## src/rtl/trace_stream_scheduler.sv

```systemverilog
// Round-robin arbiter for two trace record producers feeding a small record FIFO,
// followed by a serialiser that emits each 160-bit record as five 32-bit TLAST-framed beats.
module trace_stream_scheduler #(
  parameter int unsigned FIFO_DEPTH  = 4,
  parameter int unsigned TDATA_WIDTH = 32,
  parameter int unsigned REC_WIDTH   = 160
) (
  input  logic                          clk,
  input  logic                          rst,
  input  logic                          enable,
  input  logic                          src0_valid,
  output logic                          src0_ready,
  input  logic [REC_WIDTH-1:0]          src0_record,
  input  logic                          src1_valid,
  output logic                          src1_ready,
  input  logic [REC_WIDTH-1:0]          src1_record,
  output logic                          m_tvalid,
  input  logic                          m_tready,
  output logic [TDATA_WIDTH-1:0]        m_tdata,
  output logic                          m_tlast,
  output logic [$clog2(FIFO_DEPTH):0]   fifo_count,
  output logic                          busy
);

  localparam int unsigned PtrW     = $clog2(FIFO_DEPTH);
  localparam int unsigned CntW     = PtrW + 1;
  localparam int unsigned NumBeats = REC_WIDTH / TDATA_WIDTH;
  localparam logic [2:0]  PreLast  = 3'(NumBeats - 2);

  typedef enum logic {StIdle, StSend} state_e;

  logic [REC_WIDTH-1:0] mem_q [FIFO_DEPTH];
  logic [PtrW-1:0]      wr_ptr_q, rd_ptr_q;
  logic [CntW-1:0]      count_q;
  logic                 last_grant_q;
  state_e               state_q;
  logic [2:0]           beat_q;
  logic [REC_WIDTH-1:0] shift_q;
  logic                 tvalid_q, tlast_q;

  logic                 allow, grant0, grant1, push, pop, beat_hs, last_hs;
  logic [REC_WIDTH-1:0] push_rec;

  // last_grant_q = 1 means src1 was served last, so src0 wins a tie.
  assign allow    = enable && !rst && (count_q < CntW'(FIFO_DEPTH));
  assign grant0   = allow && src0_valid && (!src1_valid || last_grant_q);
  assign grant1   = allow && src1_valid && (!src0_valid || !last_grant_q);
  assign push     = grant0 || grant1;
  assign push_rec = grant0 ? src0_record : src1_record;

  assign beat_hs = tvalid_q && m_tready;
  assign last_hs = beat_hs && tlast_q;
  assign pop     = (count_q != '0) && ((state_q == StIdle) || last_hs);

  always_ff @(posedge clk) begin
    if (rst) begin
      wr_ptr_q     <= '0;
      rd_ptr_q     <= '0;
      count_q      <= '0;
      last_grant_q <= 1'b1;
      state_q      <= StIdle;
      beat_q       <= '0;
      shift_q      <= '0;
      tvalid_q     <= 1'b0;
      tlast_q      <= 1'b0;
    end else begin
      if (push) begin
        mem_q[wr_ptr_q] <= push_rec;
        wr_ptr_q        <= wr_ptr_q + 1'b1;
        last_grant_q    <= grant1;
      end
      if (pop) begin
        rd_ptr_q <= rd_ptr_q + 1'b1;
      end
      count_q <= count_q + CntW'(push) - CntW'(pop);

      unique case (state_q)
        StIdle: begin
          if (pop) begin
            shift_q  <= mem_q[rd_ptr_q];
            beat_q   <= '0;
            tvalid_q <= 1'b1;
            tlast_q  <= 1'b0;
            state_q  <= StSend;
          end
        end
        StSend: begin
          if (beat_hs) begin
            if (tlast_q) begin
              // Reload straight from the FIFO so consecutive records have no bubble.
              if (pop) begin
                shift_q <= mem_q[rd_ptr_q];
                beat_q  <= '0;
                tlast_q <= 1'b0;
              end else begin
                tvalid_q <= 1'b0;
                tlast_q  <= 1'b0;
                state_q  <= StIdle;
              end
            end else begin
              shift_q <= shift_q << TDATA_WIDTH;
              beat_q  <= beat_q + 3'd1;
              tlast_q <= (beat_q == PreLast);
            end
          end
        end
        default: state_q <= StIdle;
      endcase
    end
  end

  assign src0_ready = grant0;
  assign src1_ready = grant1;
  assign m_tvalid   = tvalid_q;
  assign m_tdata    = shift_q[REC_WIDTH-1 -: TDATA_WIDTH];
  assign m_tlast    = tlast_q;
  assign fifo_count = count_q;
  assign busy       = (state_q != StIdle) || (count_q != '0);

endmodule

```

## config.mk

```make
export PLATFORM = sky130hd
export DESIGN_NAME = trace_stream_scheduler
export DESIGN_NICKNAME = d
export VERILOG_FILES = /design/src/rtl/trace_stream_scheduler.sv
export SDC_FILE = /design/constraint.sdc
export NUM_CORES = 1
export LEC_CHECK = 0
export BUFFER_PORTS_ARGS = -buffer_cell sky130_fd_sc_hd__buf_2
export CAP_MARGIN = 10
export CORE_ASPECT_RATIO = 1.1
export CORE_UTILIZATION = 30
export CTS_CLUSTER_DIAMETER = 150
export CTS_CLUSTER_SIZE = 24
export DETAILED_ROUTE_END_ITERATION = 8
export PLACE_DENSITY = 0.51
export SLEW_MARGIN = 40
export SYNTH_ARGS = -nofsm -noshare
export SYNTH_HDL_FRONTEND = slang
export SYNTH_SLANG_ARGS = --single-unit
```

## constraint.sdc

```tcl
create_clock -name clk -period 7 [get_ports clk]
set_clock_uncertainty 0.2 [all_clocks]
set_input_delay 0.35 -clock clk [delete_from_list [all_inputs] [get_ports clk]]
set_output_delay 0.35 -clock clk [all_outputs]
set_load 0.005 [all_outputs]
```

==> impl_metrics.csv, run 1 <==
group,metric,value,unit
run,maxCapViolCount,0,
synth,synth_seq_cells,816,
floorplanning,num_rows,125,
setup_path,worstPathArrival,4080,ps
floorplanning,dieArea,0.108,mm2
timing,hold_viol,0,
layout,finish.instance_area,0.0394,mm2
setup_path,rrSetupSlack,3190,ps
global_route,grt_max_degree,105,
cts,clk_pin_slew,90,ps
timing,max_freq,262,MHz
floorplanning,start_util,30.2,%
place,gp_congestion,0.748,
hold_path,hp-class,"in2reg",
route,drtPass1Iterations,5,
synth,syn_inst,1817,
power_and_ir_drop,irDropWorstVdd,0.000186,V
cts,cts_resized,0,
setup_path,r2r-end,"fifo_count[2]",
cts,clkLatencyLatePin,600,ps
run_status,status,"finished, final reports clean",
cts,cts_tree,"done",
power_and_ir_drop,power_density,298,mW/mm2
layout,final_common_cell,"edfxtp_1",
layout,n_fill_cell,9895,
timing,timing.final.ws_setup,3190,ps
setup_path,setup.worst_path.start_class,"register",
cts,cts_made_buffers,39,
route,routed_wl,81200,um
synth,syn_nets,2152,
power_and_ir_drop,totalPowerFinal,11700,uW
layout,drive_above_1_share,30.8,%
synth,yosys_warnings,0,
cts,root_buffer,"clkbuf_16",
setup_path,cp_max_fo,70,
global_route,grt_pass1_wl,120000,um
cts,cts_sinks,816,
cts,clock_path_buffers,3,
timing,grt_setup_unrepaired,"no",
cts,holdBufCountCts,314,
global_route,antenna_found_initial,3,
place,dpl_worst_slack,3150,ps
route,drt-initial-drc-count,1321,
place,dpl.cell_count,3453,
timing,tightest_slew,836,ps
floorplanning,die_h,344,um
setup_path,cp.required,7270,ps
synth,synth.distinct_cells,40,
route,drc,0,
place,dpl_cell_area,0.0351,mm2
hold_path,hold_end,"mem_q[0][58]",
route,routedWlPerCell,21.2,um
route,drtAntennaViolNets,0,
timing,maxSlewViolCount,0,
timing,slew_headroom,43.9,%
layout,area_growth,23.6,%
cts,post_cts_buffers,0,
timing,finalCritPeriodShare,54.4,%
synth,syn_area_per_cell,17.5,um2
setup_path,r2r-start,"fifo_count[2]",
global_route,grt-ovfl-total,0,
synth,yosysSeqAreaShare,71.4,%
cts,htree_levels,2,
floorplanning,coreArea,0.105,mm2
timing,fin_crit,3810,ps
layout,num_antenna_cells,0,
layout,final_cell_mix,"edfxtp_1 (640), buf_2 (364), dlygate4sd3_1 (314)",
route,num_vias,18100,
power_and_ir_drop,p_leak,0.0132,uW
setup_path,crit_type,"reg2reg",
setup_path,end_kind,"register",
synth,synth_area,0.0319,mm2
timing,setup_viol,0,
layout,final_cells,3837,
global_route,grt_pass1_vias,18500,
global_route,track_usage,14.9,%
synth,dominantRegCellSynth,"edfxtp_1",
floorplanning,die_w,313,um
floorplanning,io_pins,366,
synth,async_flop_share,0,%
synth,synth_edf_count,640,
place,io_buffers,365,
place,place_hpwl,51500,um
hold_path,whs_path_depth,2,
timing,setup_tns,0,ps
route,vias_per_cell,4.73,
hold_path,min_from,"src1_record[58]",
layout,layout.nets,2746,
setup_path,reg2reg_depth,12,
## critical path, cell delays in order, from the launching register on
cell     delay (ps)
dfxtp_1         360
nor3_1          710
a21o_2          170
buf_4           430
inv_6           350
ha_1            380
inv_1            60
ha_1            130
inv_1            60
fa_1            410
xor2_1          180
xnor2_1         140
nor2_1           50
## worst max path at each step
stage / from / end / cells after the start
2_1_floorplan: rst / mem_q[0][0] / 4
3_3_place_gp: fifo_count[2] / fifo_count[2] / 12
3_5_place_dp: fifo_count[1] / fifo_count[2] / 12
4_1_cts: fifo_count[1] / fifo_count[2] / 12
5_1_grt: fifo_count[2] / fifo_count[2] / 12
6_report: fifo_count[2] / fifo_count[2] / 12
## kinds of logic after synthesis
group | count (synthesis) | synth area share (%)
flops | 816 | 71.4
mux | 322 | 17.0
compound gates | 268 | 5.41
simple gates | 236 | 3.13
buf+inv | 162 | 2.58
fa+ha+maj | 9 | 0.377
xor+xnor | 4 | 0.110
## where the power goes
group / switching [uW] / internal (uW) / total (uW)
Sequential: 322 / 5740 / 6060
Clock: 1460 / 1090 / 2550
Combinational: 1640 / 1470 / 3110
## area by class of cell
type | instances | area [um2] | area share, %
clock inverter | 2 | 25.0 | 0.0635
timing repair buffer | 706 | 5370 | 13.6
sequential | 816 | 22700 | 57.8
inverter | 9 | 38.8 | 0.0985
multi-input combinational | 839 | 8350 | 21.2
clock buffer | 68 | 1110 | 2.81
tap | 1397 | 1750 | 4.44
## per-layer routing
metal	up-vias	global-route usage, %	part of all wire [%]
met3	69	2.18	4.6
met5	-	0	0.038
li1	8333	-	-
met4	4	2.34	1.2
met2	413	26.5	52
met1	9319	19.4	42
## state kept, by name, indices dropped and copies added (netlist names), named ones only
name	flops
mem_q	640
beat_q	3
state_q	1
shift_q	160
m_tlast	1
last_grant_q	1
rd_ptr_q	2
m_tvalid	1
wr_ptr_q	2
fifo_count	3
## cell usage after synthesis, types with 9 or more instances
| master | instances | area share (%) |
|---|---|---|
| buf_2 | 60 | 0.94 |
| clkbuf_1 | 53 | 0.62 |
| a22oi_1 | 123 | 2.9 |
| mux2_1 | 17 | 0.60 |
| mux4_2 | 160 | 11 |
| edfxtp_1 | 640 | 60 |
| mux2_2 | 143 | 5.1 |
| inv_1 | 9 | 0.11 |
| o22ai_1 | 36 | 0.71 |
| a21oi_1 | 95 | 1.5 |
| buf_4 | 37 | 0.87 |
| nor3_1 | 39 | 0.61 |
| dfxtp_1 | 176 | 11 |
| nor2_1 | 79 | 0.93 |
| nand2_1 | 98 | 1.2 |
## per-stage QoR
| step | hold slack [ps] | util (%) |
|---|---|---|
| 2_1_floorplan | 232 | - |
| 3_3_place_gp | 250 | 33.2 |
| 3_5_place_dp | 255 | 33.3 |
| 4_1_cts | 0.499 | 37.4 |
| 5_1_grt | 12.3 | 37.4 |
| 6_report | 23.0 | 37.4 |
Note: power is estimated with default switching activity, not from simulation.
==> inputs of run 2 (changes only) <==
--- a/config.mk
+++ b/config.mk
@@ -5,6 +5,7 @@
 export SDC_FILE = /design/constraint.sdc
 export NUM_CORES = 1
 export LEC_CHECK = 0
+export ABC_AREA = 1
 export BUFFER_PORTS_ARGS = -buffer_cell sky130_fd_sc_hd__buf_2
 export CAP_MARGIN = 10
 export CORE_ASPECT_RATIO = 1.1
@@ -12,7 +13,7 @@
 export CTS_CLUSTER_DIAMETER = 150
 export CTS_CLUSTER_SIZE = 24
 export DETAILED_ROUTE_END_ITERATION = 8
-export PLACE_DENSITY = 0.51
+export PLACE_DENSITY = 0.5
 export SLEW_MARGIN = 40
 export SYNTH_ARGS = -nofsm -noshare
 export SYNTH_HDL_FRONTEND = slang
==> constraint.sdc (replaced) <==
create_clock -name clk -period 3.8 [get_ports clk]
set_clock_uncertainty 0.2 [all_clocks]
set_input_delay 0.19 -clock clk [delete_from_list [all_inputs] [get_ports clk]]
set_output_delay 0.19 -clock clk [all_outputs]
set_load 0.005 [all_outputs]
==> impl_metrics.csv, run 2 <==
group,metric,value,unit
global_route,grt_pass1_wl,155000,um
power_and_ir_drop,irDropWorstVdd,0.000517,V
timing,slew_headroom,39.7,%
floorplanning,io_pins,366,
timing,hold_viol,0,
global_route,grt_max_degree,167,
timing,max_freq,322,MHz
cts,cts_made_buffers,39,
layout,final_cell_mix,"nand2_1 (1,268), edfxtp_1 (640), buf_2 (364)",
floorplanning,die_h,359,um
route,dr_wl_met2,52400,um
run_status,status,"finished, final reports clean",
place,gp_congestion,0.780,
power_and_ir_drop,power_density,575,mW/mm2
place,place_hpwl,66100,um
route,drt-initial-drc-count,1722,
synth,synth.distinct_cells,31,
floorplanning,num_rows,130,
synth,async_flop_share,0,%
synth,syn_area_per_cell,9.64,um2
setup_path,setup.worst_path.start,"rst",
synth,syn_inst,3609,
hold_path,min_from,"src1_valid",
cts,clk_pin_slew,100,ps
synth,synth_edf_count,640,
setup_path,r2r-start,"fifo_count[2]",
synth,synth_common_cells,"nand2_1 (1,270), edfxtp_1 (640), inv_1 (288)",
timing,finalCritPeriodShare,81.7,%
setup_path,setup.worst_path.start_class,"input port",
layout,top_regs,"mem_q x640, shift_q x160",
place,io_buffers,365,
synth,synth_top_area_share,55.3,%
global_route,grt-ovfl-total,0,
cts,cts_sinks,816,
synth,synth.area.top_cells,"edfxtp_1 (55%), nand2_1 (14%), dfxtp_1 (10%), o21ai_0 (3.3%), inv_1 (3.1%)",
layout,largest_register_ffs,640,
hold_path,hp-class,"in2reg",
floorplanning,start_util,30.4,%
floorplanning,die_w,327,um
route,met3_length,3850,um
route,routedWlPerCell,18.4,um
synth,yosysSeqAreaShare,65.4,%
setup_path,end_kind,"register",
route,vias_per_cell,4.56,
timing,holdWs,42.1,ps
setup_path,crit_chain,"dlygate4sd3_1 -> buf_4 -> inv_4 -> nand2_2 -> dlygate4sd3_1 -> nor3_4 -> nor2_4 -> ha_1 -> inv_1 -> ha_1 -> inv_1 -> fa_1 -> xor2_1 -> o21ai_0 -> a21oi_1",
cts,cts_tree,"done",
global_route,grt_pass1_vias,24600,
setup_path,path_buf_inv,6,
setup_path,slowest_delay,600,ps
cts,clock_path_buffers,3,
cts,clkLatencyLatePin,610,ps
timing,fin_crit,3110,ps
timing,grt_setup_unrepaired,"no",
route,num_vias,26000,
layout,area_growth,21.9,%
timing,tightest_slew,904,ps
floorplanning,coreArea,0.115,mm2
setup_path,critPathSlowestCell,"dlygate4sd3_1",
setup_path,cp.required,4080,ps
route,top_layer_used,"met4",
floorplanning,dieArea,0.117,mm2
cts,htree_levels,2,
layout,drive_above_1_share,11.7,%
synth,synth_top_area_cell,"edfxtp_1",
route,drtAntennaViolNets,0,
timing,setup_tns,0,ps
synth,yosys_warnings,0,
timing,setup_viol,0,
layout,layout.nets,4482,
route,drtPass1Iterations,5,
synth,dominantRegCellSynth,"edfxtp_1",
global_route,track_usage,17.4,%
setup_path,crit_type,"in2reg",
route,met1_length,46300,um
synth,synth_seq_cells,816,
synth,syn_nets,3944,
setup_path,critical_path.top_delay_family,"buffers and inverters",
power_and_ir_drop,p_leak,0.0174,uW
timing,maxSlewViolCount,0,
setup_path,worstPathArrival,3390,ps
route,drc,0,
layout,num_antenna_cells,0,
power_and_ir_drop,totalPowerFinal,24400,uW
cts,post_cts_buffers,0,
setup_path,cp_max_fo,9,
run,maxCapViolCount,0,
global_route,antenna_found_initial,1,
layout,largest-register,"mem_q",
cts,root_buffer,"clkbuf_16",
synth,synth.most_common_cell,"nand2_1",
route,routed_wl,105000,um
layout,final_common_cell,"nand2_1",
synth,synth_area,0.0348,mm2
## run 2: cell types whose count changed in the layout (fill, tap and decap cells not counted), moves of 68 or more
cell     before   now
a22oi_1     123     0
nand2_1      98  1268
o21ai_0       4   229
mux2_2      143     0
inv_1         8   287
nand3_1       1   201
mux4_2      160     0
nor2_1       78   257
o22ai_1      36   104
## run 2: where the power goes
part | total (uW) | switching, uW | internal, uW
clock network | 4810 | 2790 | 2030
registers | 11400 | 736 | 10700
logic | 8170 | 5490 | 2670
## run 2: cells by family (layout without fill, tap and decap cells)
| family | count (synthesis) | after routing | synth area share, % |
|---|---|---|---|
| AO/OA/AOI/OAI | 494 | 494 | 7.49 |
| XOR/XNOR | 2 | 2 | 0.0504 |
| adder cells (fa/ha/maj) | 9 | 9 | 0.345 |
| buffers and inverters | 543 | 1112 | 7.07 |
| flip-flops | 816 | 816 | 65.4 |
| AND/OR/NAND/NOR | 1745 | 1745 | 19.7 |
## run 2: routing by layer
layer / up-vias / track usage, %
li1: 12900 / -
met1: 12400 / 22.9
met2: 558 / 30.6
met3: 88 / 1.64
met4: 0 / 3.98
met5: - / 0
## run 2: worst paths after layout
| path | endpoint | slack, ps | depth (start not counted) |
|---|---|---|---|
| worst min-delay path | last_grant_q | 40 | 5 |
| worst max-delay path | fifo_count[2] | 690 | 15 |
| worst max register to register | mem_q[3][153] | 750 | 7 |
| worst min register to register | shift_q[3] | 270 | 2 |
## run 2: through the flow
stage                     cells  setup WS [ps]  area [um2]  utilization (%)
final                      5696            695       42400             37.0
after global routing       5696            528       42400             37.0
after CTS                  5695            629       42400             37.0
after detailed placement   5297            855       38000             33.2
after global placement     5295            815       37900             33.1
after floorplan            3609         -0.487       34800                -
## run 2: area by class of cell
cell class	count	area (um2)
fillers	11600	72100
flip-flops and latches	816	22800
multi-input cells	2250	9670
repair buffers	745	5820
well taps	1518	1900
inverters	295	1120
clock buffers	70	1110
clock inverters	2	25.0
## run 2: timing repair
| action | in CTS | in global routing |
|---|---|---|
| resized for setup | 0 | 0 |
| endpoints found under the hold margin | 667 | 0 |
| hold buffers | 326 | 0 |
## run 2: tightest hold or removal path: cells and delay by family
family / cells / cell delay, ps
and+or+nand+nor: 1 / 100
buffers and inverters: 2 / 230
AOI/OAI and AO/OA: 2 / 270
==> inputs of run 3 (changes only) <==
--- a/config.mk
+++ b/config.mk
@@ -13,7 +13,7 @@
 export CTS_CLUSTER_DIAMETER = 150
 export CTS_CLUSTER_SIZE = 24
 export DETAILED_ROUTE_END_ITERATION = 8
-export PLACE_DENSITY = 0.5
+export PLACE_DENSITY = 0.52
 export SLEW_MARGIN = 40
 export SYNTH_ARGS = -nofsm -noshare
 export SYNTH_HDL_FRONTEND = slang
==> constraint.sdc (replaced) <==
create_clock -name clk -period 2.8 [get_ports clk]
set_clock_uncertainty 0.2 [all_clocks]
set_input_delay 0.14 -clock clk [delete_from_list [all_inputs] [get_ports clk]]
set_output_delay 0.14 -clock clk [all_outputs]
set_load 0.005 [all_outputs]
==> impl_metrics.csv, run 3 (synthesis results as in run 2) <==
group,metric,value,unit
run_status,status,"finished, final reports clean",
layout,largest-register,"mem_q",
global_route,met1_usage,22.6,%
timing,maxSlewViolCount,0,
setup_path,critPathSlowestCell,"dfxtp_2",
setup_path,r2r-start,"fifo_count[2]",
timing,slew_headroom,44.8,%
global_route,grtUsageMet2,29.6,%
layout,largest_register_ffs,640,
power_and_ir_drop,switchingPower,12300,uW
power_and_ir_drop,p_int,21100,uW
place,place_hpwl,63400,um
power_and_ir_drop,swShare,36.8,%
setup_path,setup.worst_path.start,"fifo_count[2]",
global_route,grt_pass1_vias,25100,
cts,cts_sinks,816,
cts,root_buffer,"clkbuf_16",
power_and_ir_drop,irDropWorstVdd,0.000676,V
place,io_buffers,365,
power_and_ir_drop,p_seq_share,45.7,%
place,gp_congestion,0.757,
route,routedWlPerCell,18.0,um
place,dpl_cell_area,0.0383,mm2
setup_path,slowest_delay,430,ps
floorplanning,dieArea,0.117,mm2
setup_path,critPathCapture,"fifo_count[2]",
setup_path,path_buf_inv,3,
floorplanning,io_pins,366,
layout,finish.instance_area,0.0428,mm2
timing,finalCritPeriodShare,94.9,%
global_route,grt_most_used_layer,"met2",
global_route,grt-ovfl-total,0,
cts,clkLatencyLatePin,610,ps
floorplanning,die_h,359,um
layout,final_cell_mix,"nand2_1 (1,269), edfxtp_1 (640), buf_2 (364)",
power_and_ir_drop,p_leak,0.0176,uW
global_route,grt_pass1_wl,152000,um
cts,htree_levels,2,
setup_path,rrSetupSlack,140,ps
setup_path,end_kind,"register",
layout,area_growth,22.9,%
timing,fin_crit,2660,ps
setup_path,crit_cells,12,
place,dpl_worst_slack,176,ps
run,maxCapViolCount,0,
cts,cts_made_buffers,39,
timing,hold_viol,0,
setup_path,cp_max_fo,9,
hold_path,min_from,"enable",
floorplanning,coreArea,0.115,mm2
cts,clk_pin_slew,100,ps
route,drtAntennaViolNets,0,
layout,final_common_cell,"nand2_1",
floorplanning,die_w,327,um
setup_path,worstPathArrival,2940,ps
layout,num_antenna_cells,0,
setup_path,critical_path.top_delay_family,"adder cells",
setup_path,setup.worst_path.start_class,"register",
floorplanning,start_util,30.4,%
hold_path,hp-class,"in2reg",
route,drtPass1Iterations,5,
power_and_ir_drop,power_density,781,mW/mm2
timing,holdWs,77.0,ps
timing,tightest_slew,828,ps
power_and_ir_drop,totalPowerFinal,33400,uW
global_route,grt_max_degree,167,
setup_path,crit_type,"reg2reg",
layout,layout.nets,4507,
global_route,track_usage,16.8,%
power_and_ir_drop,p_clk_share,19.6,%
route,vias_per_cell,4.55,
timing,setup_viol,0,
setup_path,cp.required,3080,ps
global_route,met3_usage,1.50,%
setup_path,reg2reg_depth,12,
layout,top_regs,"mem_q x640, shift_q x160",
global_route,antenna_found_initial,1,
route,drt-initial-drc-count,1844,
route,num_vias,26000,
timing,timing.final.ws_setup,142,ps
setup_path,crit_chain,"nor2_1 -> nand2_8 -> inv_6 -> nor2_4 -> ha_1 -> inv_1 -> ha_1 -> inv_1 -> fa_1 -> xor2_1 -> o21ai_0 -> a21oi_1",
timing,grt_setup_unrepaired,"no",
cts,cts_tree,"done",
route,drc,0,
route,routed_wl,103000,um
layout,drive_above_1_share,12.2,%
setup_path,r2r-end,"fifo_count[2]",
timing,max_freq,376,MHz
cts,clock_path_buffers,3,
floorplanning,num_rows,130,
power_and_ir_drop,power_frac_comb,34.7,%
==> run 3: cell types whose count changed in the layout (fill, tap and decap cells not counted), sizes merged <==
cell,delta
buf,+25
clkbuf,+1
dlygate4sd3,-1
==> run 3: routing by layer <==
metal | vias up | wire [um]
met1 | 12500 | 47400
li1 | 13000 | -
met3 | 70 | 3200
met4 | 0 | 1570
met2 | 524 | 50800
met5 | - | 0
==> run 3: layout make-up <==
class                           instances  area [um2]
Clock inverter                          2        25.0
Multi-Input combinational cell       2250        9670
Fill cell                           11300       71800
Tap cell                             1518        1900
Clock buffer                           70        1110
Inverter                              295        1130
Sequential cell                       816       22800
Timing Repair Buffer                  770        6170
==> run 3: worst min path at each step <==
stage	to	slack (ps)	cells after the start
3_5_place_dp	register	250	2
3_3_place_gp	register	240	2
4_1_cts	wr_ptr_q[0]	50	5
5_1_grt	wr_ptr_q[0]	120	6
6_report	wr_ptr_q[0]	80	5
2_1_floorplan	mem_q[0][0]	170	2
==> run 3: what timing repair did <==
item                                    in CTS  in global routing
buffers inserted                             0                  0
hold buffers                               325                  0
endpoints found under the setup margin       0                330
gates resized for setup                      0                  1
hold endpoints to repair                   752                  0
==> run 3: stage by stage <==
stage / cells / TNS, ps / util, %
6_report: 5721 / 0 / 37.3
5_1_grt: 5721 / 0 / 37.3
4_1_cts: 5719 / 0 / 37.3
3_5_place_dp: 5322 / 0 / 33.4
3_3_place_gp: 5322 / 0 / 33.4
2_1_floorplan: 3609 / -632010 / -
==> run 3: power groups by stage <==
stage          Sequential, uW  Clock, uW  Combinational, uW
2_1_floorplan           15200          0               7510
3_3_place_gp            15500          0              11100
3_5_place_dp            15500          0              11200
4_1_cts                 15300       6790              11800
5_1_grt                 15400       7160              13000
6_report                15300       6560              11600
==> run 3: worst min-delay path: stages <==
cell     delay (ps)
buf_2            70
nand2_1          90
nor3_4          250
nor2_4          130
a21oi_1         140
